<file path="src/rtl/vm_input_conditioner_pkg.sv">
// Shared vending definitions: arbiter states, channel indices, credit limit
// and the fixed-priority channel picker used by the input conditioner.
package vm_input_conditioner_pkg;

    localparam int NUM_CH = 3;

    typedef logic [1:0] ch_idx_t;

    localparam ch_idx_t CH_COIN   = 2'd0;
    localparam ch_idx_t CH_COFFEE = 2'd1;
    localparam ch_idx_t CH_SPRITE = 2'd2;

    localparam logic [1:0] CREDIT_MAX = 2'b11;

    typedef enum logic [1:0] {
        ST_IDLE  = 2'd0,
        ST_ISSUE = 2'd1,
        ST_GAP   = 2'd2
    } arb_state_t;

    // Coin beats coffee beats sprite; only meaningful when some flag is set.
    function automatic ch_idx_t pick_channel(input logic [NUM_CH-1:0] pend);
        ch_idx_t sel;
        sel = CH_SPRITE;
        if (pend[1]) sel = CH_COFFEE;
        if (pend[0]) sel = CH_COIN;
        return sel;
    endfunction

endpackage

</file>
<file path="src/rtl/vm_debounce.sv">
// One front-panel contact: 2-flop synchroniser, saturating-run debounce
// counter and a single-cycle rise strobe aligned with the debounced 0->1 edge.
module vm_debounce #(
    parameter int DEBOUNCE_CYCLES = 16
) (
    input  logic clk,
    input  logic rst,
    input  logic i_raw,
    output logic o_rise
);

    localparam int              CW       = $clog2(DEBOUNCE_CYCLES) + 1;
    localparam logic [CW-1:0]   CNT_LAST = CW'(DEBOUNCE_CYCLES - 1);

    logic          r_sync1;
    logic          r_sync2;
    logic          r_level;
    logic [CW-1:0] r_cnt;
    logic          w_flip;

    assign w_flip = (r_sync2 != r_level) && (r_cnt == CNT_LAST);
    assign o_rise = w_flip && r_sync2;

    // NOTE: state registers use non-blocking assignments so every flop samples
    // pre-edge values; blocking here would collapse the synchroniser to one flop.
    always_ff @(posedge clk) begin
        if (rst) begin
            r_sync1 <= 1'b0;
            r_sync2 <= 1'b0;
            r_level <= 1'b0;
            r_cnt   <= '0;
        end else begin
            r_sync1 <= i_raw;
            r_sync2 <= r_sync1;
            if (r_sync2 != r_level) begin
                if (w_flip) begin
                    r_level <= r_sync2;
                    r_cnt   <= '0;
                end else begin
                    r_cnt <= r_cnt + 1'b1;
                end
            end else begin
                r_cnt <= '0;
            end
        end
    end

endmodule

</file>
<file path="src/rtl/vm_input_conditioner.sv">
// Vending front end: debounces coin/coffee/sprite contacts, queues presses as
// pending flags and serialises them into single-cycle pulses with coin reject.
module vm_input_conditioner
    import vm_input_conditioner_pkg::*;
#(
    parameter int DEBOUNCE_CYCLES = 16,
    parameter int GAP_CYCLES      = 2
) (
    input  logic       clk,
    input  logic       rst,
    input  logic       i_raw_coin,
    input  logic       i_raw_coffee,
    input  logic       i_raw_sprite,
    input  logic [1:0] i_credit,
    output logic       o_coin,
    output logic       o_coffee,
    output logic       o_sprite,
    output logic       o_coin_reject,
    output logic       o_busy
);

    localparam int            GW       = (GAP_CYCLES > 1) ? $clog2(GAP_CYCLES) : 1;
    localparam logic [GW-1:0] GAP_LAST = GW'((GAP_CYCLES > 0) ? GAP_CYCLES - 1 : 0);

    logic [NUM_CH-1:0] w_raw;
    logic [NUM_CH-1:0] w_rise;
    logic [NUM_CH-1:0] w_clr;
    logic [NUM_CH-1:0] w_pend_next;
    logic [NUM_CH-1:0] r_pend;

    arb_state_t r_state;
    arb_state_t w_next;
    ch_idx_t    r_sel;
    ch_idx_t    w_next_sel;
    logic [GW-1:0] r_gap_cnt;
    logic       w_gap_done;
    logic       w_issue_coin;

    logic r_coin;
    logic r_coffee;
    logic r_sprite;
    logic r_reject;
    logic r_busy;

    assign w_raw = {i_raw_sprite, i_raw_coffee, i_raw_coin};

    for (genvar g = 0; g < NUM_CH; g++) begin : g_ch
        vm_debounce #(
            .DEBOUNCE_CYCLES(DEBOUNCE_CYCLES)
        ) u_debounce (
            .clk   (clk),
            .rst   (rst),
            .i_raw (w_raw[g]),
            .o_rise(w_rise[g])
        );
    end

    // The issued channel's flag drops on the ISSUE exit edge; new rises still land.
    assign w_clr       = (r_state == ST_ISSUE) ? (NUM_CH'(1) << r_sel) : '0;
    assign w_pend_next = (r_pend & ~w_clr) | w_rise;
    assign w_gap_done  = (r_gap_cnt == GAP_LAST);

    // NOTE: every signal driven here gets a default first, so no path through
    // the case can leave it unassigned and infer a latch.
    always_comb begin
        w_next     = r_state;
        w_next_sel = r_sel;
        case (r_state)
            ST_IDLE: begin
                if (|r_pend) begin
                    w_next     = ST_ISSUE;
                    w_next_sel = pick_channel(r_pend);
                end
            end
            ST_ISSUE: begin
                w_next = (GAP_CYCLES == 0) ? ST_IDLE : ST_GAP;
            end
            ST_GAP: begin
                if (w_gap_done) begin
                    if (|r_pend) begin
                        w_next     = ST_ISSUE;
                        w_next_sel = pick_channel(r_pend);
                    end else begin
                        w_next = ST_IDLE;
                    end
                end
            end
            default: w_next = ST_IDLE;
        endcase
    end

    // Outputs are registered from the next state, so i_credit is taken on the
    // edge that enters ISSUE and the pulse occupies exactly the ISSUE cycle.
    assign w_issue_coin = (w_next == ST_ISSUE) && (w_next_sel == CH_COIN);

    always_ff @(posedge clk) begin
        if (rst) begin
            r_state   <= ST_IDLE;
            r_sel     <= CH_COIN;
            r_gap_cnt <= '0;
            r_pend    <= '0;
            r_coin    <= 1'b0;
            r_coffee  <= 1'b0;
            r_sprite  <= 1'b0;
            r_reject  <= 1'b0;
            r_busy    <= 1'b0;
        end else begin
            r_state  <= w_next;
            r_sel    <= w_next_sel;
            r_pend   <= w_pend_next;
            r_coin   <= w_issue_coin && (i_credit != CREDIT_MAX);
            r_reject <= w_issue_coin && (i_credit == CREDIT_MAX);
            r_coffee <= (w_next == ST_ISSUE) && (w_next_sel == CH_COFFEE);
            r_sprite <= (w_next == ST_ISSUE) && (w_next_sel == CH_SPRITE);
            r_busy   <= (w_next != ST_IDLE);
            if (r_state != ST_GAP) begin
                r_gap_cnt <= '0;
            end else if (!w_gap_done) begin
                r_gap_cnt <= r_gap_cnt + 1'b1;
            end
        end
    end

    assign o_coin        = r_coin;
    assign o_coffee      = r_coffee;
    assign o_sprite      = r_sprite;
    assign o_coin_reject = r_reject;
    assign o_busy        = r_busy;

endmodule

</file>
<file path="config.mk">
export PLATFORM = sky130hd
export DESIGN_NAME = vm_input_conditioner
export DESIGN_NICKNAME = d
export VERILOG_FILES = /design/src/rtl/vm_input_conditioner_pkg.sv /design/src/rtl/vm_debounce.sv /design/src/rtl/vm_input_conditioner.sv
export SDC_FILE = /design/constraint.sdc
export NUM_CORES = 1
export LEC_CHECK = 0
export BUFFER_PORTS_ARGS = -buffer_cell sky130_fd_sc_hd__clkbuf_2
export CAP_MARGIN = 20
export CELL_PAD_IN_SITES_DETAIL_PLACEMENT = 1
export CELL_PAD_IN_SITES_GLOBAL_PLACEMENT = 2
export CORE_ASPECT_RATIO = 1.5
export CORE_MARGIN = 2
export CORE_UTILIZATION = 36
export DETAILED_ROUTE_END_ITERATION = 10
export PLACE_DENSITY_LB_ADDON = 0.1
export SLEW_MARGIN = 25
export SYNTH_ARGS = -nofsm -noshare
export SYNTH_HDL_FRONTEND = slang
export SYNTH_SLANG_ARGS = --single-unit
</file>
<file path="constraint.sdc">
create_clock -name clk -period 1.79 [get_ports clk]
set_input_delay 0.358 -clock clk [delete_from_list [all_inputs] [get_ports clk]]
set_output_delay 0.358 -clock clk [all_outputs]
set_load 0.005 [all_outputs]
</file>
# --- Word level (Yosys, flattened, before mapping) ---
# Index checks and enable logic that the tools add are counted.
classes:
  addsub: 4
  n_eq_ne: 14
  n_shift: 1
  muxes: 11
  bitwise: 6
  reduce_logical: 22
ops:
  columns: ["cell", "count"]
  rows:
  - ["$add A5 B1 Y5 const B", 3]
  - ["$eq A5 B4 Y1 const B", 3]
  - ["$mux W2", 6]
  - ["$reduce_or A3 Y1", 4]
  - ["$logic_and A1 B1 Y1", 11]
  - ["$eq A2 B1 Y1 const B", 3]
  - ["$eq A2 B2 Y1 const B", 3]
  - ["$pmux W2 S3", 1]
  - ["$reduce_and A2 Y1", 3]
  - ["$logic_not A2 Y1", 2]
  - ["$ne A2 B2 Y1 const B", 2]
  - ["$pmux W2 S2", 1]
  - ["$and A3 B3 Y3", 1]
  - ["$mux W3", 1]
  - ["$ne A1 B1 Y1", 3]
  - ["$not A1 Y1", 3]
  - ["$not A3 Y3", 1]
  - ["$or A3 B3 Y3", 1]
  - ["$shl A1 B2 Y3 const A", 1]
  - ["$mux W1", 2]
  - ["$reduce_bool A2 Y1", 1]
  - ["$reduce_or A2 Y1", 1]
  - ["$add A1 B1 Y1 const B", 1]
word_totals:
  reg_bits: 37
  inputBits: 7
  out_inout_bits: 5
  elab_cells: 79

# --- Depth between registers and ports, before layout ---
# Gate-level depths: netlist of the first run.
logic_depth:
  ltp_word: 8
  depth_mapped: 5
  mapped_depth_nobuf: 5

# --- Hierarchy ---
# A second synthesis of the first run with hierarchy kept.
unflattened:
  cells_unflattened: 135
  hier_area_um2: 1376.3
by_module_without_submodules:
  columns: ["module", "instances", "cells_per_inst", "area_per_inst_um2", "seq_area_each_um2"]
  rows:
  - ["vm_debounce", 3, 29, 292.8, 160.2]
  - ["vm_input_conditioner", 1, 48, 498.0, 260.2]

# --- Worst setup path before layout of the first run ---
# OpenSTA, ideal clock, no wires.
synth_path:
  path_kind: "reg2reg"
  start: "reg g_ch[0].u_debounce.r_cnt[0]"
  end: "reg g_ch[0].u_debounce.r_cnt[2]"
  setup_ns: 0.064
  arrival_ns: 1.388
  required_time_ns: 1.726
  path_slack_ns: 0.338
  path_stages_with_launch: 6
  n_path_buf: 0
  synth_period_minus_slack_ns: 1.452
  path_cell_list: "dfxtp_1 > ha_1 > and3_1 > ha_1 > or3_4 > nor2_1"
synth_between:
  elab_chain_cells: 3
  word_cells_on_any_way: 4
  cone_classes: "1 x add/sub; 1 x eq/ne; 2 x reduce/logical"
synth_rtl:
  columns: ["element", "line", "source"]
  rows:
  - ["start: declaration", "vm_debounce.sv:18", "logic [CW-1:0] r_cnt;"]
  - ["start signal: assignment", "vm_debounce.sv:40", "r_cnt <= r_cnt + 1'b1;"]
  - ["parallel branches: the longest is 3 deep, another holds $add A5 B1 Y5", null, null]
# Parallel ways; which one is timed is not known.
# A chain may end at the register's enable or synchronous reset.

# --- Worst setup path after layout of the first run ---
layout_path:
  start: "reg g_ch[0].u_debounce.r_cnt[0]"
  end: "reg g_ch[0].u_debounce.r_cnt[3]"
# Same word-level chain as after synthesis.

==> flow_summary.toml, run 1 <==
[final_layout]
diodes = 0
multiInputGateArea_um2 = 557
final_layout_size_suffix_gt1_share_pct = 14.8
area_growth_pct = 13.6
final_common_cell = "dfxtp_1"
fin_nets = 161
regArea_um2 = 741
nFillCells = 415
mostFrequentLayoutCells = "37 x dfxtp_1, 24 x nor2_1, 11 x clkbuf_2"
fin_area_mm2 = 0.00152
utilization_pct = 42.1

[drt]
avgRoutedWirePerCell_um = 11.9
drt_wl_total_um = 2280
drt_first_pass_iters = 2
dr_total_vias = 915
postRouteAntennaNets = 0
post_drt_via_cell_ratio = 4.77
route.detailed.drc = 0
first_iter_violations = 6

[critical_path]
crit_chain = "ha_1 > and3_1 > ha_1 > or3_4 > nor2_1"
setup.worst_path.end_class = "flop"
cp.required_ps = 2020
worst-path-max-fanout = 5
worst-setup-path-type = "flop to flop"
r2r_setup_slack_ps = 250
setup.worst_path.start = "g_ch[0].u_debounce.r_cnt[0]"
critPathLaunchType = "flop"
r2r_start = "g_ch[0].u_debounce.r_cnt[0]"
cp_common_cell = "ha_1"
cp_slowest_cell = "or3_4"
cp_data_arrival_time_ps = 1760
crit_path_max_incr_delay_ps = 430

[power_and_ir_drop]
powerDensity_mw_per_mm2 = 928
p_sw_w = 0.000298
seqPwrFrac_pct = 59.1
p_clk_share_pct = 38.7
combPwrFrac_pct = 2.2
p_leak_nw = 0.590
irDropWorstVdd_mv = 0.511
intPower_w = 0.00112
p_sw_share_pct = 21.1

[sta]
setup_viol = 0
final-hold-violation-count = 0
finalCriticalPeriod_ps = 1540
clock_skew_ps = 4.67
finalCritPeriodShare_pct = 85.9
grt_setup_unrepaired = "no"
drv_slew = 0
relSlewSlack_pct = 79.7
max_freq_ghz = 0.650
worstMarginPinSlew_ps = 305
setup-tns-final_ps = 0

[logic_synthesis]
synthCells = 131
post_synth_num_cell_types = 27
ys_ff_latch = 37
syn-cell-area_mm2 = 0.00134
synth_ff_type = "dfxtp_1"
ys_seq_area_share_pct = 55.3
synth_edf_count = 0
synth_nets = 144
async_flop_share_pct = 0
ys_warn_count = 0
syn_avg_cell_area_um2 = 10.2

[clocking]
cts_resized = 0
cts_setup_buffers = 0
cts_max_level = 2
clkLatencyLatePin_ps = 280
clk_pin_slew_ps = 70
clockBufferDepth = 2
ctsRootBufferMaster = "clkbuf_8"
tritoncts = "built"
clock-sinks = 37
ctsHoldBuffers = 0
cts_buffers = 5

[place]
place_area_mm2 = 0.00144
gp_congestion = 0.825
dpl.hpwl_um = 1750
io_buffers = 11

[run]
drv_cap = 0

[die]
num_io_pins = 12
die_y_um = 78.7
coreArea_mm2 = 0.00361
die-width_um = 53.8
die_area_mm2 = 0.00424
rows = 27
start_util_pct = 37.1

[hold_path]
min_path_type = "input pin to flop"
holdCritStartpoint = "i_credit[1]"

[run_status]
status = "completed"

[global_routing]
grt_use_total_pct = 12.9
grt_overflow = 0
grt_max_degree = 15
grt_pass1_wl_um = 3970
grt_pass1_vias = 968
antenna_found_initial = 0
## power groups by stage
stage          clock [W]  sequential, W  combinational, W
2_1_floorplan          0       0.000854         0.0000213
3_3_place_gp           0       0.000854         0.0000313
3_5_place_dp           0       0.000855         0.0000324
4_1_cts         0.000573       0.000836         0.0000325
5_1_grt         0.000603       0.000836         0.0000357
6_report        0.000546       0.000836         0.0000315
## routing by layer
layer	up-vias	GRT usage (%)	share of wire (%)
li1	468	-	-
met1	428	12.4	41
met2	12	22.3	53
met3	7	5.08	3.2
met4	0	6.92	2.8
met5	-	0	0
## worst max-delay path, delay by kind of cell (launching register included)
kind | cells | cell delay (ps)
AND/OR/NAND/NOR | 3 | 720
flip-flops | 1 | 330
adder cells (fa/ha/maj) | 2 | 440
## stage by stage
step	total power [W]	setup slack, ps	cells	hold WS, ps
6_report	0.00141	252	192	258
3_3_place_gp	0.000886	269	184	417
5_1_grt	0.00147	158	192	256
4_1_cts	0.00144	234	192	250
3_5_place_dp	0.000887	252	184	425
2_1_floorplan	0.000875	338	131	414
## final timing paths
check                                 to  cells after the start
max          g_ch[0].u_debounce.r_cnt[3]                      5
min                               o_coin                      2
max reg2reg  g_ch[0].u_debounce.r_cnt[3]                      5
min reg2reg   g_ch[0].u_debounce.r_sync2                      1
## logic make-up (layout without fill, tap and decap cells)
group                      after synthesis  count (layout)  synth area share, %
AOI/OAI and AO/OA                       13              13                 6.07
and+or+nand+nor                         54              54                 21.8
buffers and inverters                    9              27                 3.17
muxes                                    3               3                 2.24
adders and majority gates                6               6                 5.60
xor gates and xnor gates                 9               9                 5.88
DFF                                     37              37                 55.3
## final cells by class
class                   count  share of cell area [%]
flip-flops and latches     37                    48.6
multi-input cells          85                    36.6
clock buffers               6                    4.77
repair buffers             12                    4.11
well taps                  43                    3.53
inverters                   7                    1.73
clock inverters             2                   0.657
## Yosys cell counts, types with 4 or more instances
master	n	area, um^2
a21oi_1	5	25.0
dfxtp_1	37	741
ha_1	6	75.1
inv_1	7	26.3
nand2b_1	4	25.0
nand3_1	4	20.0
nor2_1	24	90.1
nor2b_1	7	43.8
xnor2_1	6	52.6
## flip-flops by register name, indices dropped and copies added, names as in the netlist
register / flops
o_coin: 1
g_ch.u_debounce.r_level: 3
o_coin_reject: 1
g_ch.u_debounce.r_sync2: 3
r_gap_cnt: 1
r_sel: 2
r_state: 2
g_ch.u_debounce.r_cnt: 15
r_pend: 3
g_ch.u_debounce.r_sync1: 3
o_busy: 1
o_sprite: 1
o_coffee: 1
Power figures use the tool's default switching activity.
==> inputs of run 2 (changes only) <==
--- a/config.mk
+++ b/config.mk
@@ -14,6 +14,7 @@
 export CORE_UTILIZATION = 36
 export DETAILED_ROUTE_END_ITERATION = 10
 export PLACE_DENSITY_LB_ADDON = 0.1
+export REMOVE_ABC_BUFFERS = 1
 export SLEW_MARGIN = 25
 export SYNTH_ARGS = -nofsm -noshare
 export SYNTH_HDL_FRONTEND = slang
==> run 2 against run 1 <==
  * Design area about the same
  * Largest power group unchanged
  * Clock power rose by 3%
  * Sequential cell count is the same
  * Non-clock buffer count is the same
  * Count of clock-buffer cells in the layout is 1 higher
==> flow_summary.toml, run 2 (synthesized netlist as in run 1, its figures left out) <==
[critical_path]
cp_data_arrival_time_ps = 1790
setup.worst_path.end_class = "flop"
crit_family = "simple AND/OR/NAND/NOR gates"
cp_common_cell = "ha_1"
crit_path_end = "g_ch[0].u_debounce.r_cnt[3]"
crit_chain = "ha_1 > and3_1 > ha_1 > or3_4 > nor2_1"
cp.required_ps = 2010
crit_path_max_incr_delay_ps = 430
worst-path-max-fanout = 5
setup.worst_path.start = "g_ch[0].u_debounce.r_cnt[0]"
crit_cells = 5
cp_slowest_cell = "or3_4"
r2r_start = "g_ch[0].u_debounce.r_cnt[0]"
critPathLaunchType = "flop"
crit_buf_inv = 0
r2r_end = "g_ch[0].u_debounce.r_cnt[3]"
r2r_setup_slack_ps = 230
worst-setup-path-type = "flop to flop"
reg2regPathDepth = 5

[sta]
setup_viol = 0
drv_slew = 0
finalCriticalPeriod_ps = 1560
relSlewSlack_pct = 79.8
finalCritPeriodShare_pct = 87.2
worstMarginPinSlew_ps = 303
grt_setup_unrepaired = "no"
final-hold-violation-count = 0
setup_ws_ps = 228
clock_skew_ps = 3.35
setup-tns-final_ps = 0
max_freq_ghz = 0.640
hold_ws_ps = 266

[power_and_ir_drop]
p_leak_nw = 0.584
irDropWorstVdd_mv = 0.593
p_clk_share_pct = 39.3
powerDensity_mw_per_mm2 = 937
combPwrFrac_pct = 2.2
intPower_w = 0.00112
p_sw_w = 0.000306
seqPwrFrac_pct = 58.5
total_power_w = 0.00143
p_sw_share_pct = 21.5

[hold_path]
min_path_type = "input pin to flop"

[global_routing]
use_met3_pct = 5.26
grt.busiest_layer = "met2"
grt_pass1_vias = 926
grt_max_degree = 16
grt_use_total_pct = 12.9
antenna_found_initial = 0
gr-usage-met2_pct = 22.0
use_met1_pct = 12.7
grt_overflow = 0
grt_pass1_wl_um = 3950

[final_layout]
final_layout_size_suffix_gt1_share_pct = 14.1
fin_nets = 161
fin_area_mm2 = 0.00152
mostFrequentLayoutCells = "37 x dfxtp_1, 24 x nor2_1, 11 x clkbuf_2"
largest_register_ffs = 15
regArea_um2 = 741
diodes = 0
area_growth_pct = 13.7
final_common_cell = "dfxtp_1"
nFillCells = 421
largest-register = "g_ch.u_debounce.r_cnt"
multiInputGateArea_um2 = 557

[die]
start_util_pct = 37.1
num_io_pins = 12
die-width_um = 53.8
die_area_mm2 = 0.00424
die_y_um = 78.7
rows = 27
coreArea_mm2 = 0.00361

[drt]
post_drt_via_cell_ratio = 4.74
avgRoutedWirePerCell_um = 12.1
drt_first_pass_iters = 3
dr_total_vias = 911
drt_wl_total_um = 2320
postRouteAntennaNets = 0
route.detailed.drc = 0
first_iter_violations = 15

[clocking]
tritoncts = "built"
clk_pin_slew_ps = 70
clock-sinks = 37
cts_buffers = 5
clockBufferDepth = 2
cts_max_level = 2
clkLatencyLatePin_ps = 290
ctsHoldBuffers = 0
cts_setup_buffers = 0
cts_resized = 0
ctsRootBufferMaster = "clkbuf_8"

[place]
dpl.hpwl_um = 1740
io_buffers = 11
place_area_mm2 = 0.00144
dp_slack_ps = 235
gp_congestion = 0.789

[run_status]
status = "completed"

[run]
drv_cap = 0
==> run 2: changes by cell type in the layout (fill, tap and decap cells not counted), sizes merged <==
cell and delta:
clkbuf +1, clkinv -2, clkinvlp +1
==> run 2: through the flow <==
step                instances  util [%]
finish                    192      42.2
global route              192      42.2
CTS                       192      42.2
detailed placement        184      39.8
global placement          184      39.8
floorplan                 129         -
==> run 2: how the worst min path moves through the flow <==
| stage | end | depth (start not counted) | startpoint | slack [ps] |
|---|---|---|---|---|
| 4_1_cts | o_coin | 2 | i_credit[0] | 260 |
| 3_3_place_gp | g_ch[1].u_debounce.r_sync2 | 1 | g_ch[1].u_debounce.r_sync1 | 420 |
| 6_report | o_coin | 2 | i_credit[1] | 270 |
| 2_1_floorplan | g_ch[0].u_debounce.r_sync2 | 1 | g_ch[0].u_debounce.r_sync1 | 410 |
| 3_5_place_dp | g_ch[1].u_debounce.r_sync2 | 1 | g_ch[1].u_debounce.r_sync1 | 430 |
| 5_1_grt | g_ch[1].u_debounce.r_sync1 | 2 | i_raw_coffee | 270 |
==> run 2: layout make-up <==
type / instances / share of cell area (%)
Sequential cell: 37 / 48.6
Multi-Input combinational cell: 85 / 36.5
Clock buffer: 7 / 5.01
Timing Repair Buffer: 12 / 4.11
Tap cell: 43 / 3.53
Inverter: 7 / 1.72
Clock inverter: 1 / 0.493
==> run 2: routing by layer <==
metal | up-vias | wire length [um]
met2 | 16 | 1220
met5 | - | 0
met1 | 421 | 932
li1 | 465 | -
met4 | 0 | 73
met3 | 9 | 100
==> run 2: power by group through the flow <==
stage / logic (W) / clock network, W / registers [W]
final: 0.0000313 / 0.000561 / 0.000836
after global routing: 0.0000362 / 0.000627 / 0.000836
after CTS: 0.0000325 / 0.000586 / 0.000835
after detailed placement: 0.0000324 / 0 / 0.000855
after global placement: 0.0000311 / 0 / 0.000854
after floorplan: 0.0000140 / 0 / 0.000854
==> run 2: worst register-to-register path, cell delays in order, from the launching register on <==
cell,delay [ps]
dfxtp_1,330
ha_1,220
and3_1,190
ha_1,220
or3_4,430
nor2_1,120
